## config.mk

```make
export PLATFORM = sky130hd
export DESIGN_NAME = alu_seq_core
export DESIGN_NICKNAME = d
export VERILOG_FILES = /design/src/rtl/alu_seq_core.sv
export SDC_FILE = /design/constraint.sdc
export NUM_CORES = 1
export LEC_CHECK = 0
export ABC_AREA = 1
export ABC_CLOCK_PERIOD_IN_PS = 2300
export CELL_PAD_IN_SITES_DETAIL_PLACEMENT = 0
export CELL_PAD_IN_SITES_GLOBAL_PLACEMENT = 1
export CORE_MARGIN = 2
export CORE_UTILIZATION = 40
export DETAILED_ROUTE_END_ITERATION = 10
export GPL_ROUTABILITY_DRIVEN = 0
export PLACE_DENSITY_LB_ADDON = 0.1
export SLEW_MARGIN = 20
export SYNTH_ARGS = -nofsm -noshare
export SYNTH_HDL_FRONTEND = slang
export SYNTH_SLANG_ARGS = --single-unit
```

## constraint.sdc

```tcl
create_clock -name clk -period 2.3 [get_ports clk]
set_input_delay 0.46 -clock clk [delete_from_list [all_inputs] [get_ports clk]]
set_output_delay 0.46 -clock clk [all_outputs]
set_load 0.02 [all_outputs]
```

## src/rtl/alu_seq_core.sv

```systemverilog
// Sequential ALU. Most ops finish in one cycle. MUL is an iterative shift-add and DIV is a restoring divider, each producing one bit per cycle.
// The ROL/ROR opcodes are compiled in only when ALU_ROTATE_EN is defined.
`timescale 1ns/1ps

module alu_seq_core #(
    parameter int                 WIDTH   = 4,
    parameter logic [2*WIDTH-1:0] ENC_KEY = (2*WIDTH)'(8'hAB)
) (
    input  logic               clk,
    input  logic               rst,
    input  logic               in_valid,
    output logic               in_ready,
    input  logic [3:0]         op,
    input  logic [WIDTH-1:0]   a,
    input  logic [WIDTH-1:0]   b,
    output logic               out_valid,
    input  logic               out_ready,
    output logic [2*WIDTH-1:0] result,
    output logic               carry,
    output logic               overflow,
    output logic               div_by_zero,
    output logic               busy
);
    localparam int               CNT_W    = $clog2(WIDTH);
    localparam logic [CNT_W-1:0] CNT_LAST = CNT_W'(WIDTH - 1);

    typedef enum logic [1:0] {S_IDLE, S_CALC, S_DONE} state_e;
    typedef enum logic [3:0] {
        OP_ADD = 4'd0, OP_SUB = 4'd1, OP_MUL = 4'd2, OP_DIV = 4'd3, OP_AND = 4'd4,
        OP_OR  = 4'd5, OP_XOR = 4'd6, OP_NOT = 4'd7, OP_ENC = 4'd8, OP_ROL = 4'd9,
        OP_ROR = 4'd10
    } op_e;

    state_e               state_q, state_d;
    logic [2*WIDTH-1:0]   acc_q, acc_d;
    logic [WIDTH-1:0]     opnd_q, opnd_d;
    logic                 is_div_q, is_div_d;
    logic [CNT_W-1:0]     cnt_q, cnt_d;
    logic [2*WIDTH-1:0]   result_q, result_d;
    logic                 carry_q, carry_d, ovf_q, ovf_d, dbz_q, dbz_d;

    logic [2*WIDTH-1:0]   imm_result;
    logic                 imm_carry, imm_ovf, imm_dbz, imm_calc;
    logic [WIDTH:0]       sum;
    logic [WIDTH-1:0]     diff;
    logic [WIDTH:0]       mul_sum;
    logic [WIDTH:0]       div_shift;
    logic [WIDTH-1:0]     div_diff;
    logic                 div_ge;
    logic [2*WIDTH-1:0]   mul_next, div_next, step_next;

`ifdef ALU_ROTATE_EN
    localparam logic [WIDTH-1:0] WIDTH_V = WIDTH'(WIDTH);
    logic [WIDTH-1:0] rot_amt;
`endif

    // Single-cycle ops, evaluated straight from the ports so the result can register on accept.
    always_comb begin
        // NOTE: every combinational output gets a default first so no path leaves it unassigned (no latch).
        imm_result = '0;
        imm_carry  = 1'b0;
        imm_ovf    = 1'b0;
        imm_dbz    = 1'b0;
        imm_calc   = 1'b0;
        sum        = {1'b0, a} + {1'b0, b};
        diff       = a - b;
`ifdef ALU_ROTATE_EN
        rot_amt    = b % WIDTH_V;
`endif
        case (op)
            OP_ADD: begin
                imm_result = {{WIDTH{1'b0}}, sum[WIDTH-1:0]};
                imm_carry  = sum[WIDTH];
                imm_ovf    = (a[WIDTH-1] == b[WIDTH-1]) && (sum[WIDTH-1] != a[WIDTH-1]);
            end
            OP_SUB: begin
                imm_result = {{WIDTH{1'b0}}, diff};
                imm_carry  = (a >= b);
                imm_ovf    = (a[WIDTH-1] != b[WIDTH-1]) && (diff[WIDTH-1] != a[WIDTH-1]);
            end
            OP_MUL: imm_calc = 1'b1;
            OP_DIV: begin
                if (b == '0) imm_dbz  = 1'b1;
                else         imm_calc = 1'b1;
            end
            OP_AND: imm_result = {{WIDTH{1'b0}}, a & b};
            OP_OR:  imm_result = {{WIDTH{1'b0}}, a | b};
            OP_XOR: imm_result = {{WIDTH{1'b0}}, a ^ b};
            OP_NOT: imm_result = {{WIDTH{1'b0}}, ~a};
            OP_ENC: imm_result = {a, b} ^ ENC_KEY;
`ifdef ALU_ROTATE_EN
            // A shift by WIDTH yields zero, so an amount of 0 leaves a unchanged.
            OP_ROL: imm_result = {{WIDTH{1'b0}}, (a << rot_amt) | (a >> (WIDTH_V - rot_amt))};
            OP_ROR: imm_result = {{WIDTH{1'b0}}, (a >> rot_amt) | (a << (WIDTH_V - rot_amt))};
`endif
            default: ;
        endcase
    end

    // acc_q holds {partial_hi, multiplier} for MUL and {remainder, dividend/quotient} for DIV.
    always_comb begin
        state_d   = state_q;
        acc_d     = acc_q;
        opnd_d    = opnd_q;
        is_div_d  = is_div_q;
        cnt_d     = cnt_q;
        result_d  = result_q;
        carry_d   = carry_q;
        ovf_d     = ovf_q;
        dbz_d     = dbz_q;

        mul_sum   = {1'b0, acc_q[2*WIDTH-1:WIDTH]} + (acc_q[0] ? {1'b0, opnd_q} : '0);
        mul_next  = {mul_sum, acc_q[WIDTH-1:1]};
        div_shift = {acc_q[2*WIDTH-1:WIDTH], acc_q[WIDTH-1]};
        div_ge    = div_shift >= {1'b0, opnd_q};
        div_diff  = div_shift[WIDTH-1:0] - opnd_q;
        div_next  = {div_ge ? div_diff : div_shift[WIDTH-1:0], acc_q[WIDTH-2:0], div_ge};
        step_next = is_div_q ? div_next : mul_next;

        case (state_q)
            S_IDLE: begin
                if (in_valid) begin
                    is_div_d = (op == OP_DIV);
                    opnd_d   = (op == OP_DIV) ? b : a;
                    acc_d    = (op == OP_DIV) ? {{WIDTH{1'b0}}, a} : {{WIDTH{1'b0}}, b};
                    cnt_d    = '0;
                    if (imm_calc) begin
                        state_d  = S_CALC;
                        result_d = '0;
                        carry_d  = 1'b0;
                        ovf_d    = 1'b0;
                        dbz_d    = 1'b0;
                    end else begin
                        state_d  = S_DONE;
                        result_d = imm_result;
                        carry_d  = imm_carry;
                        ovf_d    = imm_ovf;
                        dbz_d    = imm_dbz;
                    end
                end
            end
            S_CALC: begin
                acc_d = step_next;
                cnt_d = cnt_q + CNT_W'(1);
                if (cnt_q == CNT_LAST) begin
                    state_d  = S_DONE;
                    cnt_d    = '0;
                    result_d = is_div_q ? {step_next[WIDTH-1:0], step_next[2*WIDTH-1:WIDTH]}
                                        : step_next;
                end
            end
            S_DONE: begin
                if (out_ready) state_d = S_IDLE;
            end
            default: state_d = S_IDLE;
        endcase
    end

    always_ff @(posedge clk or posedge rst) begin
        if (rst) begin
            state_q  <= S_IDLE;
            acc_q    <= '0;
            opnd_q   <= '0;
            is_div_q <= 1'b0;
            cnt_q    <= '0;
            result_q <= '0;
            carry_q  <= 1'b0;
            ovf_q    <= 1'b0;
            dbz_q    <= 1'b0;
        end else begin
            // NOTE: non-blocking updates so every register samples the pre-edge values.
            state_q  <= state_d;
            acc_q    <= acc_d;
            opnd_q   <= opnd_d;
            is_div_q <= is_div_d;
            cnt_q    <= cnt_d;
            result_q <= result_d;
            carry_q  <= carry_d;
            ovf_q    <= ovf_d;
            dbz_q    <= dbz_d;
        end
    end

    assign in_ready    = (state_q == S_IDLE);
    assign busy        = (state_q == S_CALC);
    assign out_valid   = (state_q == S_DONE);
    assign result      = result_q;
    assign carry       = carry_q;
    assign overflow    = ovf_q;
    assign div_by_zero = dbz_q;

endmodule

```

==> results of run 1 <==
[state kept, by name (all words and copies together) (netlist names)]
name	flops
carry	1
acc_q	8
div_by_zero	1
result	8
overflow	1
opnd_q	4
cnt_q	2
state_q	2
is_div_q	1
[power groups by stage]
| stage | clock, W | sequential (W) | combinational (W) |
|---|---|---|---|
| 6_report | 0.000403 | 0.000828 | 0.00170 |
| 5_1_grt | 0.000428 | 0.000857 | 0.00191 |
| 4_1_cts | 0.000411 | 0.000830 | 0.00171 |
| 3_5_place_dp | 0 | 0.000841 | 0.00169 |
| 3_3_place_gp | 0 | 0.000836 | 0.00169 |
| 2_1_floorplan | 0 | 0.000897 | 0.00103 |
[area by class of cell]
cell class / count / area share, %
multi-input combinational: 290 / 49.9
sequential: 28 / 22.3
timing repair buffer: 58 / 16.1
inverter: 53 / 6.48
tap: 75 / 2.98
clock buffer: 3 / 1.31
clock inverter: 1 / 0.954
[per-layer routing]
metal	GRT usage (%)	wire (µm)	vias to the layer above
li1	-	-	1324
met2	39.5	3670	47
met4	5.66	106	0
met1	29.0	3320	1177
met5	0	0	-
met3	1.29	223	8
[worst max-delay path: stages]
cell	delay, ns
sky130_fd_sc_hd__clkdlybuf4s50_1	0.49
sky130_fd_sc_hd__inv_1	0.06
sky130_fd_sc_hd__ha_1	0.22
sky130_fd_sc_hd__fa_1	0.39
sky130_fd_sc_hd__nor2_1	0.16
sky130_fd_sc_hd__nor2_1	0.06
sky130_fd_sc_hd__nand2_1	0.06
sky130_fd_sc_hd__nand2_1	0.04
sky130_fd_sc_hd__nor2_1	0.10
sky130_fd_sc_hd__nand2_1	0.07
sky130_fd_sc_hd__a21oi_1	0.13
sky130_fd_sc_hd__a21oi_1	0.08
[through the flow]
step	setup TNS (ns)	hold WS [ns]	util (%)	setup slack (ns)
floorplan	0	0.466	-	0.501
global placement	-0.157	0.477	51.6	-0.0950
detailed placement	-0.210	0.479	51.6	-0.124
CTS	0	0.506	52.8	0.166
global route	0	0.527	52.8	0.00374
finish	0	0.495	52.8	0.147
[worst min path at each step]
| stage | start | endpoint | slack [ns] | cells past startpoint |
|---|---|---|---|---|
| floorplan | cnt_q[0]$_DFFE_PP0P_ | cnt_q[0]$_DFFE_PP0P_ | 0.47 | 1 |
| global placement | overflow$_DFFE_PP0P_ | overflow$_DFFE_PP0P_ | 0.48 | 2 |
| detailed placement | overflow$_DFFE_PP0P_ | overflow$_DFFE_PP0P_ | 0.48 | 2 |
| CTS | overflow$_DFFE_PP0P_ | overflow$_DFFE_PP0P_ | 0.51 | 2 |
| global route | overflow$_DFFE_PP0P_ | overflow$_DFFE_PP0P_ | 0.53 | 2 |
| finish | overflow$_DFFE_PP0P_ | overflow$_DFFE_PP0P_ | 0.49 | 2 |
[placed cells by master, fill, tap and decap left out]
cell type,n
sky130_fd_sc_hd__a21o_1,1
sky130_fd_sc_hd__a21oi_1,25
sky130_fd_sc_hd__a22o_1,1
sky130_fd_sc_hd__a31oi_1,2
sky130_fd_sc_hd__buf_4,29
sky130_fd_sc_hd__bufinv_16,1
sky130_fd_sc_hd__clkbuf_8,3
sky130_fd_sc_hd__clkdlybuf4s50_1,29
sky130_fd_sc_hd__dfrtp_1,28
sky130_fd_sc_hd__fa_1,4
sky130_fd_sc_hd__ha_1,21
sky130_fd_sc_hd__inv_1,45
sky130_fd_sc_hd__inv_2,7
sky130_fd_sc_hd__inv_6,1
sky130_fd_sc_hd__nand2_1,107
sky130_fd_sc_hd__nand2_2,1
sky130_fd_sc_hd__nand2_4,2
sky130_fd_sc_hd__nand3_1,30
sky130_fd_sc_hd__nand3b_1,6
sky130_fd_sc_hd__nand4_1,1
sky130_fd_sc_hd__nor2_1,39
sky130_fd_sc_hd__nor2_2,3
sky130_fd_sc_hd__nor2_4,4
sky130_fd_sc_hd__nor3_1,3
sky130_fd_sc_hd__o211ai_1,1
sky130_fd_sc_hd__o21a_1,1
sky130_fd_sc_hd__o21ai_0,27
sky130_fd_sc_hd__o21ai_1,7
sky130_fd_sc_hd__o21bai_1,1
sky130_fd_sc_hd__o31ai_1,1
sky130_fd_sc_hd__or2_2,1
sky130_fd_sc_hd__xnor2_1,1
[logic make-up after synthesis]
group           after synthesis  synth area share [%]
compound gates               67                  14.2
xor+xnor                      1                 0.352
fa+ha+maj                    25                  13.8
buf+inv                      56                  8.75
flops                        28                  28.2
simple gates                197                  34.7
==> qor.json, run 1 <==
{
  "run_status": {"value": "finished clean"},
  "p_seq_share": {"value": 28.3, "unit": "%"},
  "tcrit_tclk_final": {"value": 93.6, "unit": "%"},
  "clock_network_fraction_of_total_power": {"value": 13.8, "unit": "%"},
  "maxClockFrequency": {"value": 464, "unit": "MHz"},
  "initial_utilization": {"value": 41.8, "unit": "%"},
  "ir_worst_vdd": {"value": 551, "unit": "µV"},
  "final_area": {"value": 3150, "unit": "µm²"},
  "clock_sinks": {"value": 28},
  "grt_start_max_net_pins": {"value": 29},
  "pin_count": {"value": 30},
  "worstRegToRegCells": {"value": 10},
  "max-cap-violations": {"value": 0},
  "criticalPathCategory": {"value": "in2reg"},
  "worst_setup_path_endpoint": {"value": "result[2]$_DFFE_PP0P_"},
  "drive_above_1_share": {"value": 12.0, "unit": "%"},
  "final_antenna_net_count": {"value": 0},
  "placedCellCount": {"value": 504},
  "crit-reg2reg-launch": {"value": "acc_q[0]$_DFFE_PP0P_"},
  "worst_slew_margin_rel": {"value": 73.6, "unit": "%"},
  "grt_pass1_vias": {"value": 2545},
  "power.static_leakage": {"value": 1.66, "unit": "nW"},
  "grt_antenna_before_repair": {"value": 0},
  "worstPathRequired": {"value": 2.48, "unit": "ns"},
  "startpoint_type": {"value": "input port"},
  "timing.critical_path.to_type": {"value": "flip-flop"},
  "seq_area_frac_synth": {"value": 28.2, "unit": "%"},
  "drtPass1Iterations": {"value": 4},
  "layout.cells.non_filler": {"value": 508},
  "grt_overflow_total": {"value": 0},
  "detail_route.wirelength": {"value": 7.32, "unit": "mm"},
  "cts_resized": {"value": 0},
  "clk_transition_reported_paths": {"value": 0.10, "unit": "ns"},
  "synth_largest_area_cell": {"value": "sky130_fd_sc_hd__dfrtp_1"},
  "power_report.internal_total": {"value": 0.00159, "unit": "W"},
  "track_usage": {"value": 22.1, "unit": "%"},
  "power_density": {"value": 931, "unit": "nW/µm²"},
  "synthesis.instances": {"value": 374},
  "rsz0062_at_grt": {"value": "false"},
  "slew_violations": {"value": 0},
  "clock-root-buffer": {"value": "sky130_fd_sc_hd__clkbuf_8"},
  "wl_per_cell": {"value": 14.4, "unit": "µm"},
  "register_area": {"value": 701, "unit": "µm²"},
  "cts_max_path_buffers": {"value": 2},
  "filler_cell_count": {"value": 611},
  "synth-seq-cells": {"value": 28},
  "floorplan.die.height": {"value": 82.9, "unit": "µm"},
  "setup_buffers_after_cts": {"value": 0},
  "ys_warn_count": {"value": 0},
  "clk_latency": {"value": 0.28, "unit": "ns"},
  "actual_transition_at_the_worst_max_transition_pin": {"value": 0.394, "unit": "ns"},
  "drc": {"value": 0},
  "floorplan.die.width": {"value": 82.9, "unit": "µm"},
  "cts_made_buffers": {"value": 3},
  "cell_rows": {"value": 28},
  "synth_nets": {"value": 415},
  "die_area": {"value": 6860, "unit": "µm²"},
  "critical_path.reg2reg.endpoint": {"value": "result[5]$_DFFE_PP0P_"},
  "netlist-cell-type-count": {"value": 30},
  "timing.final.setup_violations": {"value": 0},
  "synth_enable_flop_cells": {"value": 0},
  "routed_via_density": {"value": 5.03},
  "synthesis.area": {"value": 2490, "unit": "µm²"},
  "period_minus_slack": {"value": 2.15, "unit": "ns"},
  "dominant_cell_by_count_in_the_synthesized_netlist": {"value": "sky130_fd_sc_hd__nand2_1"},
  "post_dp_cell_area": {"value": 3080, "unit": "µm²"},
  "yosys.area.top_type_share": {"value": 28.2, "unit": "%"},
  "power.total": {"value": 0.00293, "unit": "W"},
  "synth.area.top_cells": {"value": "sky130_fd_sc_hd__dfrtp_1, sky130_fd_sc_hd__nand2_1, sky130_fd_sc_hd__ha_1"},
  "area_growth_syn_to_layout": {"value": 26.5, "unit": "%"},
  "footprint_of_the_multi_input_gates": {"value": 1570, "unit": "µm²"},
  "drt_first_iter_violations": {"value": 78},
  "diodes": {"value": 0},
  "final.setup_skew": {"value": 0.00184, "unit": "ns"},
  "fp.coreArea": {"value": 5960, "unit": "µm²"},
  "arrival": {"value": 2.33, "unit": "ns"},
  "first_pass_grt_wire_length": {"value": 12.4, "unit": "mm"},
  "hold_path.class": {"value": "reg2reg"},
  "synthFlopType": {"value": "sky130_fd_sc_hd__dfrtp_1"},
  "p_switching": {"value": 0.00134, "unit": "W"},
  "numPortBuffers": {"value": 29},
  "switching_share": {"value": 45.9, "unit": "%"},
  "finalHoldViolations": {"value": 0},
  "cp_max_fo": {"value": 3},
  "num_vias": {"value": 2556},
  "asyncSetResetFlopFracSynth": {"value": 100, "unit": "%"},
  "htree_num_levels": {"value": 1},
  "place_hpwl": {"value": 6.01, "unit": "mm"},
  "crit_start": {"value": "a[0]"},
  "regToRegSetupSlack": {"value": 0.30, "unit": "ns"},
  "final_nets": {"value": 475},
  "tritoncts": {"value": "yes"},
  "cts_hold_buf": {"value": 0},
  "synth.avg_cell_area": {"value": 6.65, "unit": "µm²"},
  "power.share.combinational": {"value": 58.0, "unit": "%"},
  "synth.top_cells.by_count": {"value": "sky130_fd_sc_hd__nand2_1, sky130_fd_sc_hd__inv_1, sky130_fd_sc_hd__nor2_1"}
}
(Power assumes the default switching activity.)
==> run 2, diff against run 1 <==
--- a/config.mk
+++ b/config.mk
@@ -14,6 +14,7 @@
 export DETAILED_ROUTE_END_ITERATION = 10
 export GPL_ROUTABILITY_DRIVEN = 0
 export PLACE_DENSITY_LB_ADDON = 0.1
+export RECOVER_POWER = 50
 export SLEW_MARGIN = 20
 export SYNTH_ARGS = -nofsm -noshare
 export SYNTH_HDL_FRONTEND = slang
==> qor.json, run 2 (synthesized netlist as in run 1, its figures left out) <==
{
  "area_growth_syn_to_layout": {"value": 26.0, "unit": "%"},
  "diodes": {"value": 0},
  "cts_max_path_buffers": {"value": 2},
  "final_antenna_net_count": {"value": 0},
  "die_area": {"value": 6860, "unit": "µm²"},
  "clock-root-buffer": {"value": "sky130_fd_sc_hd__clkbuf_8"},
  "worstRegToRegCells": {"value": 9},
  "finalHoldViolations": {"value": 0},
  "drc": {"value": 0},
  "register_area": {"value": 701, "unit": "µm²"},
  "cts_resized": {"value": 0},
  "drt_first_iter_violations": {"value": 75},
  "final_nets": {"value": 475},
  "run_status": {"value": "finished clean"},
  "cts_hold_buf": {"value": 0},
  "critical_path.reg2reg.endpoint": {"value": "acc_q[2]$_DFFE_PP0P_"},
  "routed_via_density": {"value": 5.02},
  "first_pass_grt_wire_length": {"value": 12.4, "unit": "mm"},
  "tns": {"value": 0, "unit": "ns"},
  "startpoint_type": {"value": "input port"},
  "cell_rows": {"value": 28},
  "fp.coreArea": {"value": 5960, "unit": "µm²"},
  "power_density": {"value": 933, "unit": "nW/µm²"},
  "initial_utilization": {"value": 41.8, "unit": "%"},
  "place_hpwl": {"value": 6.01, "unit": "mm"},
  "clk_latency": {"value": 0.28, "unit": "ns"},
  "worst_slew_margin_rel": {"value": 49.8, "unit": "%"},
  "grt_pass1_vias": {"value": 2545},
  "grt_start_max_net_pins": {"value": 29},
  "setup_buffers_after_cts": {"value": 0},
  "filler_cell_count": {"value": 614},
  "htree_num_levels": {"value": 1},
  "worst_setup_path_endpoint": {"value": "result[2]$_DFFE_PP0P_"},
  "hold_start": {"value": "overflow$_DFFE_PP0P_"},
  "floorplan.die.width": {"value": 82.9, "unit": "µm"},
  "power.static_leakage": {"value": 1.66, "unit": "nW"},
  "detail_route.wirelength": {"value": 7.33, "unit": "mm"},
  "footprint_of_the_multi_input_gates": {"value": 1560, "unit": "µm²"},
  "period_minus_slack": {"value": 2.15, "unit": "ns"},
  "crit_start": {"value": "a[0]"},
  "ir_worst_vdd": {"value": 554, "unit": "µV"},
  "clock_sinks": {"value": 28},
  "drtPass1Iterations": {"value": 4},
  "wl_per_cell": {"value": 14.4, "unit": "µm"},
  "final.setup_skew": {"value": 0.00318, "unit": "ns"},
  "tritoncts": {"value": "yes"},
  "grt_antenna_before_repair": {"value": 0},
  "hold_path.class": {"value": "reg2reg"},
  "clk_transition_reported_paths": {"value": 0.11, "unit": "ns"},
  "pin_count": {"value": 30},
  "arrival": {"value": 2.33, "unit": "ns"},
  "maxClockFrequency": {"value": 465, "unit": "MHz"},
  "final_cell_utilization_of_the_core": {"value": 52.6, "unit": "%"},
  "tcrit_tclk_final": {"value": 93.6, "unit": "%"},
  "slew_violations": {"value": 0},
  "cp_max_fo": {"value": 3},
  "crit-reg2reg-launch": {"value": "state_q[0]$_DFFE_PP0P_"},
  "worstPathRequired": {"value": 2.47, "unit": "ns"},
  "timing.critical_path.to_type": {"value": "flip-flop"},
  "floorplan.die.height": {"value": 82.9, "unit": "µm"},
  "grt_overflow_total": {"value": 0},
  "track_usage": {"value": 22.1, "unit": "%"},
  "numPortBuffers": {"value": 29},
  "whs": {"value": 0.495, "unit": "ns"},
  "actual_transition_at_the_worst_max_transition_pin": {"value": 0.753, "unit": "ns"},
  "drive_above_1_share": {"value": 11.5, "unit": "%"},
  "max-cap-violations": {"value": 0},
  "final_cell_mix": {"value": "sky130_fd_sc_hd__nand2_1, sky130_fd_sc_hd__inv_1, sky130_fd_sc_hd__nor2_1"},
  "num_vias": {"value": 2552},
  "criticalPathCategory": {"value": "in2reg"},
  "rsz0062_at_grt": {"value": "false"},
  "cts_made_buffers": {"value": 3},
  "regToRegSetupSlack": {"value": 0.31, "unit": "ns"},
  "mostFrequentLayoutCell": {"value": "sky130_fd_sc_hd__nand2_1"},
  "timing.final.setup_violations": {"value": 0}
}
run 2: cell count changes in the layout (fill, tap and decap cells not counted), sizes merged:
| cell | change |
|---|---|
| clkbuf | +2 |
| buf | -2 |
| dlygate4sd3 | +2 |
| clkdlybuf4s50 | -2 |
run 2: metrics by stage:
step | setup slack, ns | instances | cell area, µm² | total power, W
global placement | -0.0950 | 504 | 3080 | 0.00253
CTS | 0.166 | 508 | 3150 | 0.00295
floorplan | 0.501 | 374 | 2490 | 0.00193
global route | 0.00243 | 508 | 3130 | 0.00318
detailed placement | -0.124 | 504 | 3080 | 0.00254
finish | 0.147 | 508 | 3130 | 0.00292
run 2: layer usage:
metal | GRT usage [%] | vias up | wire length, µm
met4 | 5.66 | 0 | 106
met3 | 1.29 | 8 | 157
met2 | 39.5 | 39 | 3690
met1 | 29.0 | 1184 | 3380
met5 | 0 | - | 0
li1 | - | 1321 | -
run 2: where the power goes:
part           internal (W)  leakage [nW]  total [W]  switching (W)
Combinational      0.000666          1.27    0.00169        0.00103
Clock              0.000233        0.0357   0.000404       0.000170
Sequential         0.000680         0.357   0.000829       0.000149
Total               0.00158          1.66    0.00292        0.00134
run 2: worst min path at each step:
stage,slack [ns],cells past startpoint,endpoint
after global routing,0.53,2,overflow$_DFFE_PP0P_
after CTS,0.51,2,overflow$_DFFE_PP0P_
after global placement,0.48,2,overflow$_DFFE_PP0P_
after detailed placement,0.48,2,overflow$_DFFE_PP0P_
after floorplan,0.47,1,cnt_q[0]$_DFFE_PP0P_
final,0.50,2,overflow$_DFFE_PP0P_
run 2: worst max-delay path: stages:
cell                              delay, ns
sky130_fd_sc_hd__clkdlybuf4s50_1       0.49
sky130_fd_sc_hd__inv_1                 0.06
sky130_fd_sc_hd__ha_1                  0.22
sky130_fd_sc_hd__fa_1                  0.39
sky130_fd_sc_hd__nor2_1                0.16
sky130_fd_sc_hd__nor2_1                0.06
sky130_fd_sc_hd__nand2_1               0.06
sky130_fd_sc_hd__nand2_1               0.04
sky130_fd_sc_hd__nor2_1                0.10
sky130_fd_sc_hd__nand2_1               0.07
sky130_fd_sc_hd__a21oi_1               0.13
sky130_fd_sc_hd__a21oi_1               0.08
run 2: final cells by class:
cell class / count / area share (%)
clock inverter: 1 / 0.958
sequential: 28 / 22.4
timing repair buffer: 58 / 16.0
multi-input combinational: 290 / 49.8
clock buffer: 3 / 1.32
inverter: 53 / 6.51
tap: 75 / 2.99
==> run 3, diff against run 2 <==
--- a/config.mk
+++ b/config.mk
@@ -13,6 +13,7 @@
 export CORE_UTILIZATION = 40
 export DETAILED_ROUTE_END_ITERATION = 10
 export GPL_ROUTABILITY_DRIVEN = 0
+export MAX_ROUTING_LAYER = met4
 export PLACE_DENSITY_LB_ADDON = 0.1
 export RECOVER_POWER = 50
 export SLEW_MARGIN = 20
==> qor.json, run 3 (synthesized netlist as in run 1, its figures left out) <==
{
  "run_status": {"value": "finished clean"},
  "filler_cell_count": {"value": 614},
  "pin_count": {"value": 30},
  "grt_pass1_vias": {"value": 2538},
  "clk_latency": {"value": 0.28, "unit": "ns"},
  "layout.cells.non_filler": {"value": 508},
  "cts_resized": {"value": 0},
  "clock_sinks": {"value": 28},
  "cts_made_buffers": {"value": 3},
  "cell_rows": {"value": 28},
  "power_density": {"value": 932, "unit": "nW/µm²"},
  "worst_slew_margin_rel": {"value": 49.1, "unit": "%"},
  "tns": {"value": 0, "unit": "ns"},
  "tcrit_tclk_final": {"value": 94.3, "unit": "%"},
  "actual_transition_at_the_worst_max_transition_pin": {"value": 0.763, "unit": "ns"},
  "post_dp_cell_area": {"value": 3080, "unit": "µm²"},
  "place_hpwl": {"value": 6.01, "unit": "mm"},
  "timing.final.setup_violations": {"value": 0},
  "grt_antenna_before_repair": {"value": 0},
  "num_vias": {"value": 2567},
  "setup_buffers_after_cts": {"value": 0},
  "cts_max_path_buffers": {"value": 2},
  "clk_transition_reported_paths": {"value": 0.10, "unit": "ns"},
  "drive_above_1_share": {"value": 11.5, "unit": "%"},
  "final_antenna_net_count": {"value": 0},
  "detail_route.wirelength": {"value": 7.36, "unit": "mm"},
  "final_cell_mix": {"value": "sky130_fd_sc_hd__nand2_1, sky130_fd_sc_hd__inv_1, sky130_fd_sc_hd__nor2_1"},
  "timing.critical_path.to_type": {"value": "flip-flop"},
  "tritoncts": {"value": "yes"},
  "wl_per_cell": {"value": 14.5, "unit": "µm"},
  "register_area": {"value": 701, "unit": "µm²"},
  "floorplan.die.width": {"value": 82.9, "unit": "µm"},
  "mostFrequentLayoutCell": {"value": "sky130_fd_sc_hd__nand2_1"},
  "crit-reg2reg-launch": {"value": "acc_q[0]$_DFFE_PP0P_"},
  "slew_violations": {"value": 0},
  "final.setup_skew": {"value": 0.00202, "unit": "ns"},
  "drtPass1Iterations": {"value": 5},
  "finalHoldViolations": {"value": 0},
  "final_nets": {"value": 475},
  "grt_overflow_total": {"value": 0},
  "floorplan.die.height": {"value": 82.9, "unit": "µm"},
  "worstRegToRegCells": {"value": 10},
  "hold_start": {"value": "overflow$_DFFE_PP0P_"},
  "power.static_leakage": {"value": 1.66, "unit": "nW"},
  "max-cap-violations": {"value": 0},
  "ir_worst_vdd": {"value": 552, "unit": "µV"},
  "diodes": {"value": 0},
  "numPortBuffers": {"value": 29},
  "arrival": {"value": 2.34, "unit": "ns"},
  "criticalPathCategory": {"value": "in2reg"},
  "whs_path_depth": {"value": 2},
  "rsz0062_at_grt": {"value": "false"},
  "clock-root-buffer": {"value": "sky130_fd_sc_hd__clkbuf_8"},
  "regToRegSetupSlack": {"value": 0.30, "unit": "ns"},
  "first_pass_grt_wire_length": {"value": 12.5, "unit": "mm"},
  "initial_utilization": {"value": 41.8, "unit": "%"},
  "hold_path.class": {"value": "reg2reg"},
  "whs": {"value": 0.494, "unit": "ns"},
  "die_area": {"value": 6860, "unit": "µm²"},
  "fp.coreArea": {"value": 5960, "unit": "µm²"},
  "placedCellCount": {"value": 504},
  "startpoint_type": {"value": "input port"},
  "cp_max_fo": {"value": 3},
  "drt_first_iter_violations": {"value": 134},
  "drc": {"value": 0},
  "footprint_of_the_multi_input_gates": {"value": 1560, "unit": "µm²"},
  "track_usage": {"value": 22.8, "unit": "%"},
  "area_growth_syn_to_layout": {"value": 26.0, "unit": "%"},
  "grt_start_max_net_pins": {"value": 29},
  "period_minus_slack": {"value": 2.17, "unit": "ns"},
  "final_area": {"value": 3130, "unit": "µm²"},
  "worstPathRequired": {"value": 2.47, "unit": "ns"},
  "cts_hold_buf": {"value": 0},
  "htree_num_levels": {"value": 1},
  "routed_via_density": {"value": 5.05},
  "critical_path.reg2reg.endpoint": {"value": "result[5]$_DFFE_PP0P_"},
  "holdPathEnd": {"value": "overflow$_DFFE_PP0P_"},
  "maxClockFrequency": {"value": 461, "unit": "MHz"}
}
## run 3: cell counts in the layout (fill, tap and decap cells not counted)
No cell type changed its count.
## run 3: routing by layer
layer  vias up  global-route usage [%]  part of all wire [%]
met2        52                    39.3                    50
met5         -                       -                     0
met3         8                    1.29                   2.6
li1       1323                       -                     -
met4         0                    5.66                   1.4
met1      1184                    29.5                    46
## run 3: metrics by stage
stage / power, W / utilization, % / setup slack, ns
after floorplan: 0.00193 / - / 0.501
after global placement: 0.00253 / 51.6 / -0.0950
after detailed placement: 0.00254 / 51.6 / -0.124
after CTS: 0.00295 / 52.8 / 0.166
after global routing: 0.00318 / 52.6 / 0.00218
final: 0.00292 / 52.6 / 0.132
## run 3: layout make-up
class                   instances  area share, %
multi-input cells             290           49.8
flip-flops and latches         28           22.4
repair buffers                 58           16.0
inverters                      53           6.51
well taps                      75           2.99
clock buffers                   3           1.32
clock inverters                 1          0.958
## run 3: power breakdown
part / leakage, nW / switching, W / total, W / internal [W]
clock: 0.0357 / 0.000167 / 0.000400 / 0.000233
combinational: 1.27 / 0.00103 / 0.00169 / 0.000666
sequential: 0.357 / 0.000149 / 0.000829 / 0.000680
## run 3: worst max-delay path by stage
stage	startpoint	to	slack [ns]	cells after the start
floorplan	a[0]	result[2]$_DFFE_PP0P_	0.50	11
global placement	a[0]	result[2]$_DFFE_PP0P_	-0.1	12
detailed placement	a[0]	result[2]$_DFFE_PP0P_	-0.12	12
CTS	a[0]	result[2]$_DFFE_PP0P_	0.17	12
global route	a[0]	result[2]$_DFFE_PP0P_	0.002	12
finish	a[0]	result[2]$_DFFE_PP0P_	0.13	12
## run 3: worst max-delay path, stage by stage
cell and delay (ns):
sky130_fd_sc_hd__clkdlybuf4s50_1 0.49, sky130_fd_sc_hd__inv_1 0.06, sky130_fd_sc_hd__ha_1 0.22, sky130_fd_sc_hd__fa_1 0.39, sky130_fd_sc_hd__nor2_1 0.16, sky130_fd_sc_hd__nor2_1 0.06, sky130_fd_sc_hd__nand2_1 0.06, sky130_fd_sc_hd__nand2_1 0.04
sky130_fd_sc_hd__nor2_1 0.09, sky130_fd_sc_hd__nand2_1 0.07, sky130_fd_sc_hd__a21oi_1 0.14, sky130_fd_sc_hd__a21oi_1 0.08
